`config.mk`:
```
export PLATFORM = sky130hd
export DESIGN_NAME = seq_divider
export DESIGN_NICKNAME = d
export VERILOG_FILES = /design/src/rtl/div_pkg.sv /design/src/rtl/div_step.sv /design/src/rtl/hex_driver.sv /design/src/rtl/seq_divider.sv
export SDC_FILE = /design/constraint.sdc
export NUM_CORES = 1
export LEC_CHECK = 0
export ABC_AREA = 0
export CORE_MARGIN = 2
export CORE_UTILIZATION = 35
export DETAILED_ROUTE_END_ITERATION = 7
export GPL_TIMING_DRIVEN = 0
export MAX_ROUTING_LAYER = met4
export PLACE_DENSITY = 0.58
export SLEW_MARGIN = 20
export SYNTH_ARGS = -nofsm -noshare
export SYNTH_HDL_FRONTEND = slang
export SYNTH_HIERARCHICAL = 1
export SYNTH_SLANG_ARGS = --single-unit
```
`constraint.sdc`:
```
create_clock -name CLK -period 2.9 [get_ports CLK]
set_input_delay 0.58 -clock CLK [delete_from_list [all_inputs] [get_ports CLK]]
set_output_delay 0.58 -clock CLK [all_outputs]
set_load 0.03 [all_outputs]
```
`src/rtl/div_pkg.sv`:
```
// Shared definitions for the sequential signed divider: operand width,
// controller states, magnitude helper and the active-low 7-segment table.
package div_pkg;

   localparam int unsigned WIDTH = 8;
   localparam int unsigned CNT_W = $clog2(WIDTH);

   typedef enum logic [2:0] {
      ST_IDLE,
      ST_PREP,
      ST_ITER,
      ST_FIX,
      ST_HOLD
   } state_t;

   // Segment order {g,f,e,d,c,b,a}, active-low; entry 0 is the rightmost.
   localparam logic [15:0][6:0] SEG_TABLE = {
      7'h0E, 7'h06, 7'h21, 7'h46, 7'h03, 7'h08, 7'h10, 7'h00,
      7'h78, 7'h02, 7'h12, 7'h19, 7'h30, 7'h24, 7'h79, 7'h40
   };

   // Two's-complement magnitude; the most negative value maps to itself,
   // which reads correctly as an unsigned magnitude.
   function automatic logic [WIDTH-1:0] abs_val(input logic [WIDTH-1:0] x);
      return x[WIDTH-1] ? WIDTH'(-x) : x;
   endfunction

endpackage

```
`src/rtl/div_step.sv`:
```
// One restoring-division step on unsigned magnitudes.
// Ports: r_in/q_in/d_in current remainder, quotient shift register, divisor;
//        r_out/q_out values after shifting in one quotient bit.
module div_step
   import div_pkg::*;
(
   input  logic [WIDTH:0]   r_in,
   input  logic [WIDTH-1:0] q_in,
   input  logic [WIDTH-1:0] d_in,
   output logic [WIDTH:0]   r_out,
   output logic [WIDTH-1:0] q_out
);

   // One guard bit above the shifted remainder gives the trial sign.
   logic [WIDTH+1:0] r_shift;
   logic [WIDTH+1:0] trial;

   always_comb begin
      r_shift = {r_in, q_in[WIDTH-1]};
      trial   = r_shift - {2'b00, d_in};
      if (!trial[WIDTH+1]) begin
         r_out = trial[WIDTH:0];
         q_out = {q_in[WIDTH-2:0], 1'b1};
      end else begin
         r_out = r_shift[WIDTH:0];
         q_out = {q_in[WIDTH-2:0], 1'b0};
      end
   end

endmodule

```
`src/rtl/hex_driver.sv`:
```
// Nibble to active-low 7-segment decoder.
// Ports: nibble value in; seg_n segments {g,f,e,d,c,b,a}, low = lit.
module hex_driver
   import div_pkg::*;
(
   input  logic [3:0] nibble,
   output logic [6:0] seg_n
);

   assign seg_n = SEG_TABLE[nibble];

endmodule

```
`src/rtl/seq_divider.sv`:
```
// Sequential 8-bit signed restoring divider with switch/button operation.
// Ports: CLK, RESET (async active-low), RUN/CLEARA_LOADB active-low buttons,
//        S switches (dividend on load, divisor on run); QVAL/RVAL quotient
//        and remainder registers, DONE/DZ/OVF status, four hex displays.
module seq_divider
   import div_pkg::*;
(
   input  logic             CLK,
   input  logic             RESET,
   input  logic             RUN,
   input  logic             CLEARA_LOADB,
   input  logic [WIDTH-1:0] S,
   output logic [WIDTH-1:0] QVAL,
   output logic [WIDTH-1:0] RVAL,
   output logic             DONE,
   output logic             DZ,
   output logic             OVF,
   output logic [6:0]       QHEXU,
   output logic [6:0]       QHEXL,
   output logic [6:0]       RHEXU,
   output logic [6:0]       RHEXL
);

   localparam logic [CNT_W-1:0] LAST_CNT = CNT_W'(WIDTH - 1);

   state_t             state_q, state_d;
   logic [WIDTH-1:0]   q_q, q_d;
   logic [WIDTH:0]     r_q, r_d;
   logic [WIDTH-1:0]   d_q, d_d;
   logic [CNT_W-1:0]   cnt_q, cnt_d;
   logic               sq_q, sq_d;
   logic               sd_q, sd_d;
   logic               done_q, done_d;
   logic               dz_q, dz_d;
   logic               ovf_q, ovf_d;

   logic [WIDTH:0]     step_r;
   logic [WIDTH-1:0]   step_q;

   div_step u_step (
      .r_in  (r_q),
      .q_in  (q_q),
      .d_in  (d_q),
      .r_out (step_r),
      .q_out (step_q)
   );

   // State and datapath registers.
   always_ff @(posedge CLK or negedge RESET) begin
      if (!RESET) begin
         state_q <= ST_IDLE;
         q_q     <= '0;
         r_q     <= '0;
         d_q     <= '0;
         cnt_q   <= '0;
         sq_q    <= 1'b0;
         sd_q    <= 1'b0;
         done_q  <= 1'b0;
         dz_q    <= 1'b0;
         ovf_q   <= 1'b0;
      end else begin
         state_q <= state_d;
         q_q     <= q_d;
         r_q     <= r_d;
         d_q     <= d_d;
         cnt_q   <= cnt_d;
         sq_q    <= sq_d;
         sd_q    <= sd_d;
         done_q  <= done_d;
         dz_q    <= dz_d;
         ovf_q   <= ovf_d;
      end
   end

   // Controller: next state and datapath updates.
   always_comb begin
      state_d = state_q;
      q_d     = q_q;
      r_d     = r_q;
      d_d     = d_q;
      cnt_d   = cnt_q;
      sq_d    = sq_q;
      sd_d    = sd_q;
      dz_d    = dz_q;
      ovf_d   = ovf_q;

      unique case (state_q)
         ST_IDLE: begin
            if (!CLEARA_LOADB) begin
               q_d   = S;
               r_d   = '0;
               dz_d  = 1'b0;
               ovf_d = 1'b0;
            end else if (!RUN) begin
               d_d     = S;
               state_d = ST_PREP;
            end
         end
         ST_PREP: begin
            sq_d  = q_q[WIDTH-1];
            sd_d  = d_q[WIDTH-1];
            cnt_d = '0;
            if (d_q == '0) begin
               dz_d    = 1'b1;
               q_d     = '1;
               r_d     = {1'b0, q_q};
               state_d = ST_HOLD;
            end else begin
               q_d     = abs_val(q_q);
               d_d     = abs_val(d_q);
               r_d     = '0;
               state_d = ST_ITER;
            end
         end
         ST_ITER: begin
            q_d   = step_q;
            r_d   = step_r;
            cnt_d = cnt_q + CNT_W'(1);
            if (cnt_q == LAST_CNT) begin
               state_d = ST_FIX;
            end
         end
         ST_FIX: begin
            if (sq_q ^ sd_q) begin
               q_d = WIDTH'(-q_q);
            end
            if (sq_q) begin
               r_d = (WIDTH + 1)'(-r_q);
            end
            // Only -128 / -1 yields a positive magnitude of 128.
            ovf_d   = (q_q == {1'b1, {(WIDTH - 1){1'b0}}}) && (sq_q == sd_q);
            state_d = ST_HOLD;
         end
         ST_HOLD: begin
            if (RUN) begin
               state_d = ST_IDLE;
            end
         end
         default: begin
            state_d = ST_IDLE;
         end
      endcase

      done_d = (state_d == ST_HOLD);
   end

   assign QVAL = q_q;
   assign RVAL = r_q[WIDTH-1:0];
   assign DONE = done_q;
   assign DZ   = dz_q;
   assign OVF  = ovf_q;

   hex_driver u_qhexu (.nibble(q_q[7:4]), .seg_n(QHEXU));
   hex_driver u_qhexl (.nibble(q_q[3:0]), .seg_n(QHEXL));
   hex_driver u_rhexu (.nibble(r_q[7:4]), .seg_n(RHEXU));
   hex_driver u_rhexl (.nibble(r_q[3:0]), .seg_n(RHEXL));

endmodule

```
==> flow_summary.ini <==
[grt]
grt-ovfl-total = 0
antenna_found_initial = 0
track_usage_pct = 18.3
grt_pass1_vias = 3478
grt_max_degree = 22
grt_pass1_wl_um = 18300

[timing]
min_period_over_period_pct = 97.0
setup_viol = 0
final_hold_viol_count = 0
relSlewSlack_pct = 64.2
max_freq_ghz = 0.355
fin_crit_ns = 2.81
finalClockSkew_ns = 0.00862
drv_slew = 0
worst_pin_slew_ns = 0.532
rsz0062_at_grt = yes

[clock_network]
cts_buffer_depth = 2
cts.sinks = 36
clk_latency_ns = 0.29
cts_tree = yes
ctsHoldBuffers = 0
cts_made_buffers = 5
cts_root_buf = clkbuf_16
path_clk_slew_ns = 0.06
h-tree-depth = 2

[logic_synthesis]
ys_seq_area_share_pct = 22.2
ys_ff_latch = 36
avgSynthCellArea_um2 = 8.71
syn_area_mm2 = 0.00406
async_reset_ff_share_pct = 100
ys.flop_type = dfrtp_1
yosysWarnings = 6
synth_edf_count = 0
synth_nets = 521
synth.distinct_cells = 79
synthCells = 466

[routing]
drc = 0
wl_per_cell_um = 15.9
via_per_inst = 5.43
vias = 3770
drt-initial-drc-count = 224
drtAntennaViolNets = 0
firstDrtPassIters = 4
wl_um = 11000

[pwr]
vdd_drop_max_mv = 0.650
power_density_mw_per_mm2 = 1290
p_leak_uw = 0.00237
total_power_uw = 6650

[die]
core-area_mm2 = 0.0114
die_w_um = 112
dieHeight_um = 112
start_util_pct = 35.7
pin_count = 59
rows = 39
die_area_mm2 = 0.0125

[setup_path]
critPathKind = reg2out
worst_path_largest_cell_delay_ns = 0.59
crit_cells = 5
crit_buf_inv = 2
crit_chain = inv_1, ha_1, mux2_4, a22o_1, clkdlybuf4s50_1
critPathSlowestCell = clkdlybuf4s50_1
cp_max_fo = 14
worstSetupStartpointType = flop
critical_path_arrival_ns = 2.23
cp_top_family = buffers and inverters
critPathRequiredTime_ns = 2.32
end_kind = output pin
timing.reg2reg.worst_path_depth = 10

[outcome]
outcome = complete, no violations

[placement]
portBuffers = 58
dpl.hpwl_um = 8190
place.gp.congestion = 0.880
dpl_cell_area_mm2 = 0.00484

[layout]
fillers = 1129
drive_above_1_share_pct = 19.6
nets = 605
antenna_cells = 0
stdcell_area_mm2 = 0.00515
syn2layout_area_growth_pct = 26.9

[job]
maxCapViolations = 0

[worst_hold_path]
hold_class = in2async
==> synthesized netlist by cell type (all sizes together), types with 8 or more instances <==
library cell	n	share of area, %
a22o	13	2.8
buf	31	6.0
ha	42	13
nand2	32	3.0
a21oi	15	1.9
o21ai	36	4.5
inv	37	3.4
nor2	51	5.0
mux2i	18	4.4
mux2	10	3.3
nor3	15	2.1
nand2b	8	1.4
dfrtp	36	22
==> stage by stage <==
stage | setup slack, ns | TNS [ns] | utilization [%] | std cells | hold slack, ns
after detailed placement | -0.117 | -0.569 | 42.6 | 668 | 0.491
after CTS | 0.0453 | 0 | 44.4 | 682 | 0.244
after global placement | -0.0789 | -0.315 | 42.4 | 667 | 0.491
final | 0.0862 | 0 | 45.3 | 694 | 0.226
after global routing | -0.0264 | -0.0438 | 45.3 | 694 | 0.267
after floorplan | 0.137 | 0 | - | 466 | 0.284
==> cells in the final DEF (no fill, tap or decap), drive strengths merged, types with 4 or more instances in the layout <==
cell type      netlist  routed
nand2               32      32
nor3                15      15
dfrtp               36      36
a211oi               4       4
a221o                6       6
mux2i               18      18
o31ai                6       6
o21ai               36      36
a32o                 5       5
mux2                10      10
xor2                 6       6
clkdlybuf4s50        0      49
or3                  5       5
a21oi               15      15
ha                  42      42
nor3b                5       5
and2b                4       4
buf                 31      51
inv                 37      37
o22ai                4       4
or3b                 7       7
mux4                 4       4
nand2b               8       8
a222oi               4       4
clkbuf               7      15
nand3                6       6
dlygate4sd2          0       4
a22o                13      13
xnor2                6       6
nor2                51      51
==> worst paths after layout <==
kind / start / to / slack, ns
setup / recovery: r_q[4]$_DFFE_PN0P_ / RHEXU[6] / 0.09
hold / removal: RESET / sq_q$_DFFE_PN0P_ / 0.23
setup reg to reg: r_q[4]$_DFFE_PN0P_ / QVAL[0]$_DFFE_PN0P_ / 0.15
hold reg to reg: cnt_q[1]$_DFFE_PN0P_ / cnt_q[1]$_DFFE_PN0P_ / 0.51
max in group asynchronous: RESET / QVAL[5]$_DFFE_PN0P_ / 2.20
min in group CLK: cnt_q[1]$_DFFE_PN0P_ / cnt_q[1]$_DFFE_PN0P_ / 0.51
==> report_power, final <==
| group | internal [µW] | switching (µW) |
|---|---|---|
| clock network | 342 | 226 |
| logic | 2290 | 2720 |
| registers | 716 | 357 |
| total | 3340 | 3310 |
==> worst register-to-register path, delay by kind of cell, from the launching register on <==
kind	cells	cell delay [ns]
buf+inv	2	0.20
simple gates	2	0.53
compound gates	5	0.95
fa+ha+maj	1	0.43
flops	1	0.51
==> cell families (layout without fill, tap and decap cells) <==
group / count (synthesis) / in the layout / synth area share, %
multiplexers: 32 / 32 / 10.4
adder cells (fa/ha/maj): 43 / 43 / 13.4
AO/OA/AOI/OAI: 119 / 119 / 21.4
AND/OR/NAND/NOR: 149 / 149 / 19.7
flip-flops: 36 / 36 / 22.2
buffers and inverters: 75 / 160 / 10.3
XOR/XNOR: 12 / 12 / 2.59
==> final cells by class <==
class,instances,area (µm²),share of cell area (%)
buffer,38,280,5.44
clock buffer,6,139,2.70
clock inverter,2,15.0,0.291
inverter,37,139,2.70
sequential,36,916,17.8
timing repair buffer,77,728,14.1
multi-input combinational,355,2760,53.5
tap,143,179,3.47
==> routing by layer <==
metal | vias up | global-route usage, % | part of all wire [%] | wire [µm]
li1 | 1844 | - | - | -
met1 | 1813 | 26.0 | 48 | 5240
met2 | 101 | 28.1 | 47 | 5150
met3 | 12 | 2.29 | 4.5 | 492
met4 | 0 | 4.03 | 1.2 | 127
met5 | - | - | 0 | 0
==> state kept, by name, indices dropped and copies added, names as in the netlist <==
signal / flops
DONE: 1
DZ: 1
OVF: 1
QVAL: 8
cnt_q: 3
d_q: 8
r_q: 9
sd_q: 1
sq_q: 1
state_q: 3
==> what timing repair did <==
action	4_1_cts	5_1_grt
setup buffers	6	12
cloned	0	0
resized for setup	15	14
endpoints found under the setup margin	26	10
Power figures use the tool's default switching activity.
